File: src/rtl/x8_seq_mul_ctrl.sv
// ---------------------------------------------------------------------------
// x8_seq_mul_ctrl : sequential shift-add 8x8 unsigned multiplier
//
// This multiplier needs eight additions. It reuses one 8-bit adder
// (x8_approx_add) for all of them, doing one multiplier bit per clock. The N4
// parameter is passed to the adder. It sets how many low-order adder cells are
// approximate (0 = exact).
//
// Ports
//   clk        in   1   system clock, rising edge
//   rst        in   1   asynchronous active-high reset
//   in_valid   in   1   operand pair valid
//   in_ready   out  1   operands accepted (high only in IDLE)
//   a          in   8   multiplicand, unsigned
//   b          in   8   multiplier, unsigned
//   out_valid  out  1   product valid (high only in DONE)
//   out_ready  in   1   consumer accepts product
//   product    out  16  result {hi, lo}; holds last result, 0 after reset
//   busy       out  1   high in RUN or DONE
//
// Build option
//   ZERO_SKIP_EN : when defined, a zero operand jumps straight from IDLE to
//                  DONE with product 0, and the adder is never stepped.
// ---------------------------------------------------------------------------

// Exact full-adder cell.
module x1_accu_add (
  input  logic i_a,
  input  logic i_b,
  input  logic i_cin,
  output logic o_sum,
  output logic o_cout
);
  assign o_sum  = i_a ^ i_b ^ i_cin;
  assign o_cout = (i_a & i_b) | (i_cin & (i_a ^ i_b));
endmodule

// Approximate cell. The sum still uses the incoming carry. The outgoing carry
// comes only from the generate term (a & b), so the carry never ripples
// through a chain of approximate cells.
module x1_approx_add (
  input  logic i_a,
  input  logic i_b,
  input  logic i_cin,
  output logic o_sum,
  output logic o_cout
);
  assign o_sum  = i_a ^ i_b ^ i_cin;
  assign o_cout = i_a & i_b;
endmodule

// 8-bit adder. Bits [N4-1:0] use approximate cells; the bits above use exact
// cells.
module x8_approx_add #(
  parameter int N4 = 0
) (
  input  logic [7:0] i_a,
  input  logic [7:0] i_b,
  input  logic       i_cin_8bit,
  output logic [7:0] o_sum,
  output logic       o_cout
);
  logic [8:0] w_c;

  assign w_c[0] = i_cin_8bit;

  for (genvar gi = 0; gi < 8; gi++) begin : g_cell
    if (gi < N4) begin : g_apx
      x1_approx_add u_cell (
        .i_a    (i_a[gi]),
        .i_b    (i_b[gi]),
        .i_cin  (w_c[gi]),
        .o_sum  (o_sum[gi]),
        .o_cout (w_c[gi+1])
      );
    end else begin : g_acc
      x1_accu_add u_cell (
        .i_a    (i_a[gi]),
        .i_b    (i_b[gi]),
        .i_cin  (w_c[gi]),
        .o_sum  (o_sum[gi]),
        .o_cout (w_c[gi+1])
      );
    end
  end

  assign o_cout = w_c[8];
endmodule

module x8_seq_mul_ctrl #(
  parameter int N4 = 0
) (
  input  logic        clk,
  input  logic        rst,
  input  logic        in_valid,
  output logic        in_ready,
  input  logic [7:0]  a,
  input  logic [7:0]  b,
  output logic        out_valid,
  input  logic        out_ready,
  output logic [15:0] product,
  output logic        busy
);
  typedef enum logic [1:0] {
    S_IDLE = 2'd0,
    S_RUN  = 2'd1,
    S_DONE = 2'd2
  } state_t;

  state_t      r_state;
  state_t      w_state_nxt;

  logic [7:0]  r_mcand;
  logic [7:0]  r_hi;
  logic [7:0]  r_lo;
  logic [2:0]  r_cnt;
  logic [15:0] r_product;

  logic [7:0]  w_sum;
  logic        w_cout;
  logic [7:0]  w_hi_step;
  logic [7:0]  w_lo_step;
  logic        w_zero_op;

  x8_approx_add #(.N4(N4)) u_add (
    .i_a        (r_hi),
    .i_b        (r_mcand),
    .i_cin_8bit (1'b0),
    .o_sum      (w_sum),
    .o_cout     (w_cout)
  );

`ifdef ZERO_SKIP_EN
  assign w_zero_op = (a == 8'd0) || (b == 8'd0);
`else
  assign w_zero_op = 1'b0;
`endif

  // One shift-add step. The adder carry becomes the new top bit of hi. The
  // bit shifted out of hi moves into the top of lo, which drops the multiplier
  // bit it has just used.
  always_comb begin
    w_hi_step = 8'd0;
    w_lo_step = 8'd0;
    if (r_lo[0]) begin
      {w_hi_step, w_lo_step} = {w_cout, w_sum, r_lo[7:1]};
    end else begin
      {w_hi_step, w_lo_step} = {1'b0, r_hi, r_lo[7:1]};
    end
  end

  always_ff @(posedge clk or posedge rst) begin
    if (rst) begin
      r_state <= S_IDLE;
    end else begin
      r_state <= w_state_nxt;
    end
  end

  always_comb begin
    w_state_nxt = r_state;
    in_ready    = 1'b0;
    out_valid   = 1'b0;
    busy        = 1'b0;
    case (r_state)
      S_IDLE: begin
        in_ready = 1'b1;
        if (in_valid) begin
          w_state_nxt = w_zero_op ? S_DONE : S_RUN;
        end
      end
      S_RUN: begin
        busy = 1'b1;
        if (r_cnt == 3'd7) begin
          w_state_nxt = S_DONE;
        end
      end
      S_DONE: begin
        busy      = 1'b1;
        out_valid = 1'b1;
        // in_valid is not looked at here. A new pair can be accepted only
        // after the return to IDLE.
        if (out_ready) begin
          w_state_nxt = S_IDLE;
        end
      end
      default: begin
        w_state_nxt = S_IDLE;
      end
    endcase
  end

  // r_product is loaded only on entry to DONE. That way the output shows
  // {hi,lo} while in DONE and holds the last result through IDLE and RUN.
  always_ff @(posedge clk or posedge rst) begin
    if (rst) begin
      r_mcand   <= 8'd0;
      r_hi      <= 8'd0;
      r_lo      <= 8'd0;
      r_cnt     <= 3'd0;
      r_product <= 16'd0;
    end else begin
      case (r_state)
        S_IDLE: begin
          if (in_valid) begin
            r_mcand <= a;
            r_hi    <= 8'd0;
            r_cnt   <= 3'd0;
            if (w_zero_op) begin
              r_lo      <= 8'd0;
              r_product <= 16'd0;
            end else begin
              r_lo <= b;
            end
          end
        end
        S_RUN: begin
          r_hi  <= w_hi_step;
          r_lo  <= w_lo_step;
          r_cnt <= r_cnt + 3'd1;
          if (r_cnt == 3'd7) begin
            r_product <= {w_hi_step, w_lo_step};
          end
        end
        default: begin
        end
      endcase
    end
  end

  assign product = r_product;

endmodule

File: config.mk
export PLATFORM = sky130hd
export DESIGN_NAME = x8_seq_mul_ctrl
export DESIGN_NICKNAME = d
export VERILOG_FILES = /design/src/rtl/x8_seq_mul_ctrl.sv
export SDC_FILE = /design/constraint.sdc
export NUM_CORES = 1
export LEC_CHECK = 0
export BUFFER_PORTS_ARGS = -buffer_cell sky130_fd_sc_hd__buf_4
export CORE_MARGIN = 2
export CORE_UTILIZATION = 30
export CTS_CLUSTER_DIAMETER = 100
export DETAILED_ROUTE_END_ITERATION = 6
export HOLD_SLACK_MARGIN = 0.1
export SETUP_SLACK_MARGIN = 0.5
export SYNTH_ARGS = -nofsm -noshare
export SYNTH_HDL_FRONTEND = slang
export SYNTH_SLANG_ARGS = --single-unit
File: constraint.sdc
create_clock -name clk -period 7.35 [get_ports clk]
set_input_delay 0.735 -clock clk [delete_from_list [all_inputs] [get_ports clk]]
set_output_delay 0.735 -clock clk [all_outputs]
set_load 0.02 [all_outputs]
==> results.yml <==
outcome:
  outcome: "finished clean"
logic_synthesis:
  ys_ff_latch: 45
  synth_compound_area_share_pct: 9.13
  synth.most_common_cell: "dfrtp_1"
  ys.flop_type: "dfrtp_1"
  synth.area.top_cells: "dfrtp_1 (53%), mux2_2 (7.5%), fa_1 (6.6%)"
  synthSimpleGateAreaFrac_pct: 6.76
  synth_top_area_share_pct: 53.4
  synth_cells: 181
  ys_seq_area_share_pct: 53.4
  syn_nets: 214
  synth_largest_area_cell: "dfrtp_1"
  synthMuxAreaShare_pct: 15.7
  synthXorXnorAreaFrac_pct: 0
  ys_types: 22
  synthArstFlopShare_pct: 100
  ys_warn_count: 0
  syn_area_per_cell_um2: 11.7
  synth_top_cells_by_count: "dfrtp_1 (45), nand2_1 (32), o21ai_0 (25), inv_1 (17), mux2_2 (14)"
  synth_top_family_by_area: "multiplexers"
  synth_edf_count: 0
  synthAdderAreaFrac_pct: 10.2
  syn_area_mm2: 0.00211
power_and_ir_drop:
  seq_power_share_pct: 41.2
  total_power_uw: 968
  power_frac_comb_pct: 43.2
  powerDensity_mw_per_mm2: 377
  peakVddDrop_mv: 0.290
  switchingPower_uw: 376
  p_leak_nw: 1.24
  p_int_uw: 592
  swShare_pct: 38.8
  pwr-share-clk_pct: 15.5
clocking:
  ctsResizeCount: 0
  cts_buffers: 5
  clkTransAtPathRegs_ns: 0.09
  cts.path.max_buffers: 2
  cts_tree: "yes"
  clk_latency_ns: 0.30
  cts_sinks: 45
  h-tree-depth: 2
  clock_tree.root_cell: "clkbuf_8"
  cts_hold_buf: 0
  cts_setup_buffers: 0
critical_path:
  cp_data_required_time_ns: 7.52
  cp_cell_sequence: "ha_1 -> inv_1 -> fa_1 -> fa_1 -> fa_1 -> inv_1 -> fa_1 -> inv_1 -> fa_1 -> inv_1 -> fa_1 -> fa_1 -> mux2i_1 -> o21ai_0"
  critPathKind: "flop to flop"
  path_buf_inv: 4
  worst_path_most_repeated_cell: "fa_1"
  worst_setup_path_end_kind: "flop"
  cp_slowest_cell: "fa_1"
  cp.depth: 14
  start_kind: "flop"
  worst-path-max-fanout: 3
  crit_arrival_ns: 3.59
  worstRegToRegCells: 14
  cp_top_family: "adder cells"
  critPathMaxStageDelay_ns: 0.41
global_routing:
  grt_pass1_vias: 1404
  track_usage_pct: 11.3
  grt_pass1_wl_um: 6720
  grt_max_degree: 46
  grt_overflow: 0
  antenna_found_initial: 0
die:
  fp.dieW_um: 87.9
  die_area_mm2: 0.00772
  fp.coreArea_mm2: 0.00679
  die_y_um: 87.9
  initial_utilization_pct: 31.0
  ios: 39
  placementRows: 30
sta:
  finalSetupViolations: 0
  finalHoldViolCount: 0
  worst_slew_pin_slew_ns: 0.753
  timing.final.max_slew_violations: 0
  period_needed_ns: 3.42
  min_period_over_period_pct: 46.5
  finalSetupTns_ns: 0
  rsz0062_at_grt: "no"
  worst_clock_skew_ns: 0.00908
  max_slew_margin_pct: 48.7
  max_freq_mhz: 292
route:
  route.detailed.drc: 0
  wire_per_inst_um: 12.3
  wirelength_um: 3900
  via_count: 1342
  drt_first_pass_iters: 4
  vias_per_cell: 4.23
  dr.first_iter.drc_count: 37
  ant_nets: 0
finish:
  antennaDiodeCount: 0
  drive_gt1_share_pct: 29.0
  finish.utilization_pct: 37.8
  syn_to_final_growth_pct: 21.7
  finalNetCount: 253
  final_cells: 317
place:
  numPortBuffers: 38
  hpwl_um: 2830
  gp_congestion: 0.739
  dp_cells: 309
hold_path:
  whs_path_depth: 2
  worstHoldPathType: "flop to flop"
flow_run:
  maxCapViolCount: 0
[sequential cells by signal, indices dropped and copies added, names as in the netlist]
| signal | flops |
|---|---|
| r_mcand | 8 |
| r_cnt | 3 |
| r_hi | 8 |
| r_state | 2 |
| r_lo | 8 |
| product | 16 |
[routing by layer]
metal	wire length, um	global-route usage [%]	part of all wire [%]
met3	221	2.64	5.7
met1	1980	16.3	51
met5	0	0	0
met4	82	5.45	2.1
met2	1610	16.1	41
[placed cells by master (no fill, tap or decap)]
cell type,instances
o21ai_0,25
inv_1,16
dfrtp_1,45
ha_1,6
mux2_4,2
a211oi_1,1
nor2_1,1
a21o_1,1
mux2i_4,1
clkinv_1,1
o221ai_2,1
mux2_2,14
clkinvlp_4,1
clkbuf_1,2
buf_4,39
and2_1,1
fa_1,7
nand2_1,32
o21ai_1,4
a22o_1,2
mux2i_1,12
clkbuf_8,5
nand2b_1,1
nand2_2,1
[area by class of cell]
class	count	area, um^2
tap	96	120
timing repair buffer	39	293
multi-input combinational	112	881
clock inverter	1	7.51
inverter	17	63.8
sequential	45	1130
fill	676	4230
clock buffer	7	76.3
[final timing paths]
path	start	endpoint	slack (ns)
min	product[11]	product[11]	0.48
max reg2reg	r_hi[0]	product[14]	3.93
max in group asynchronous	rst	r_mcand[1]	6.38
min reg2reg	product[11]	product[11]	0.48
max	r_hi[0]	product[14]	3.93
min in group asynchronous	rst	product[6]	0.57
[worst min-delay path, stage by stage (launching register included)]
cell     delay, ns
dfrtp_1       0.35
nand2_1       0.05
o21ai_0       0.06
[power groups by stage]
stage                     logic (mW)  registers, mW  clock network (mW)
after CTS                      0.428          0.402               0.158
after detailed placement       0.427          0.406                   0
final                          0.419          0.399               0.150
after global placement         0.417          0.403                   0
after floorplan                0.310          0.403                   0
after global routing           0.473          0.416               0.168
[through the flow]
stage	cell area [um^2]	hold slack (ns)	worst slack, ns
4_1_cts	2570	0.495	3.93
5_1_grt	2570	0.525	3.75
6_report	2570	0.484	3.93
3_5_place_dp	2480	0.475	3.95
3_3_place_gp	2480	0.470	4.04
2_1_floorplan	2110	0.466	4.13
[cells by family after synthesis]
family                   Yosys count
AND/OR/NAND/NOR                   36
AO/OA/AOI/OAI                     34
flip-flops                        45
buffers and inverters             24
adder cells (fa/ha/maj)           13
multiplexers                      29
No activity file was read; power rests on OpenSTA's default activity.
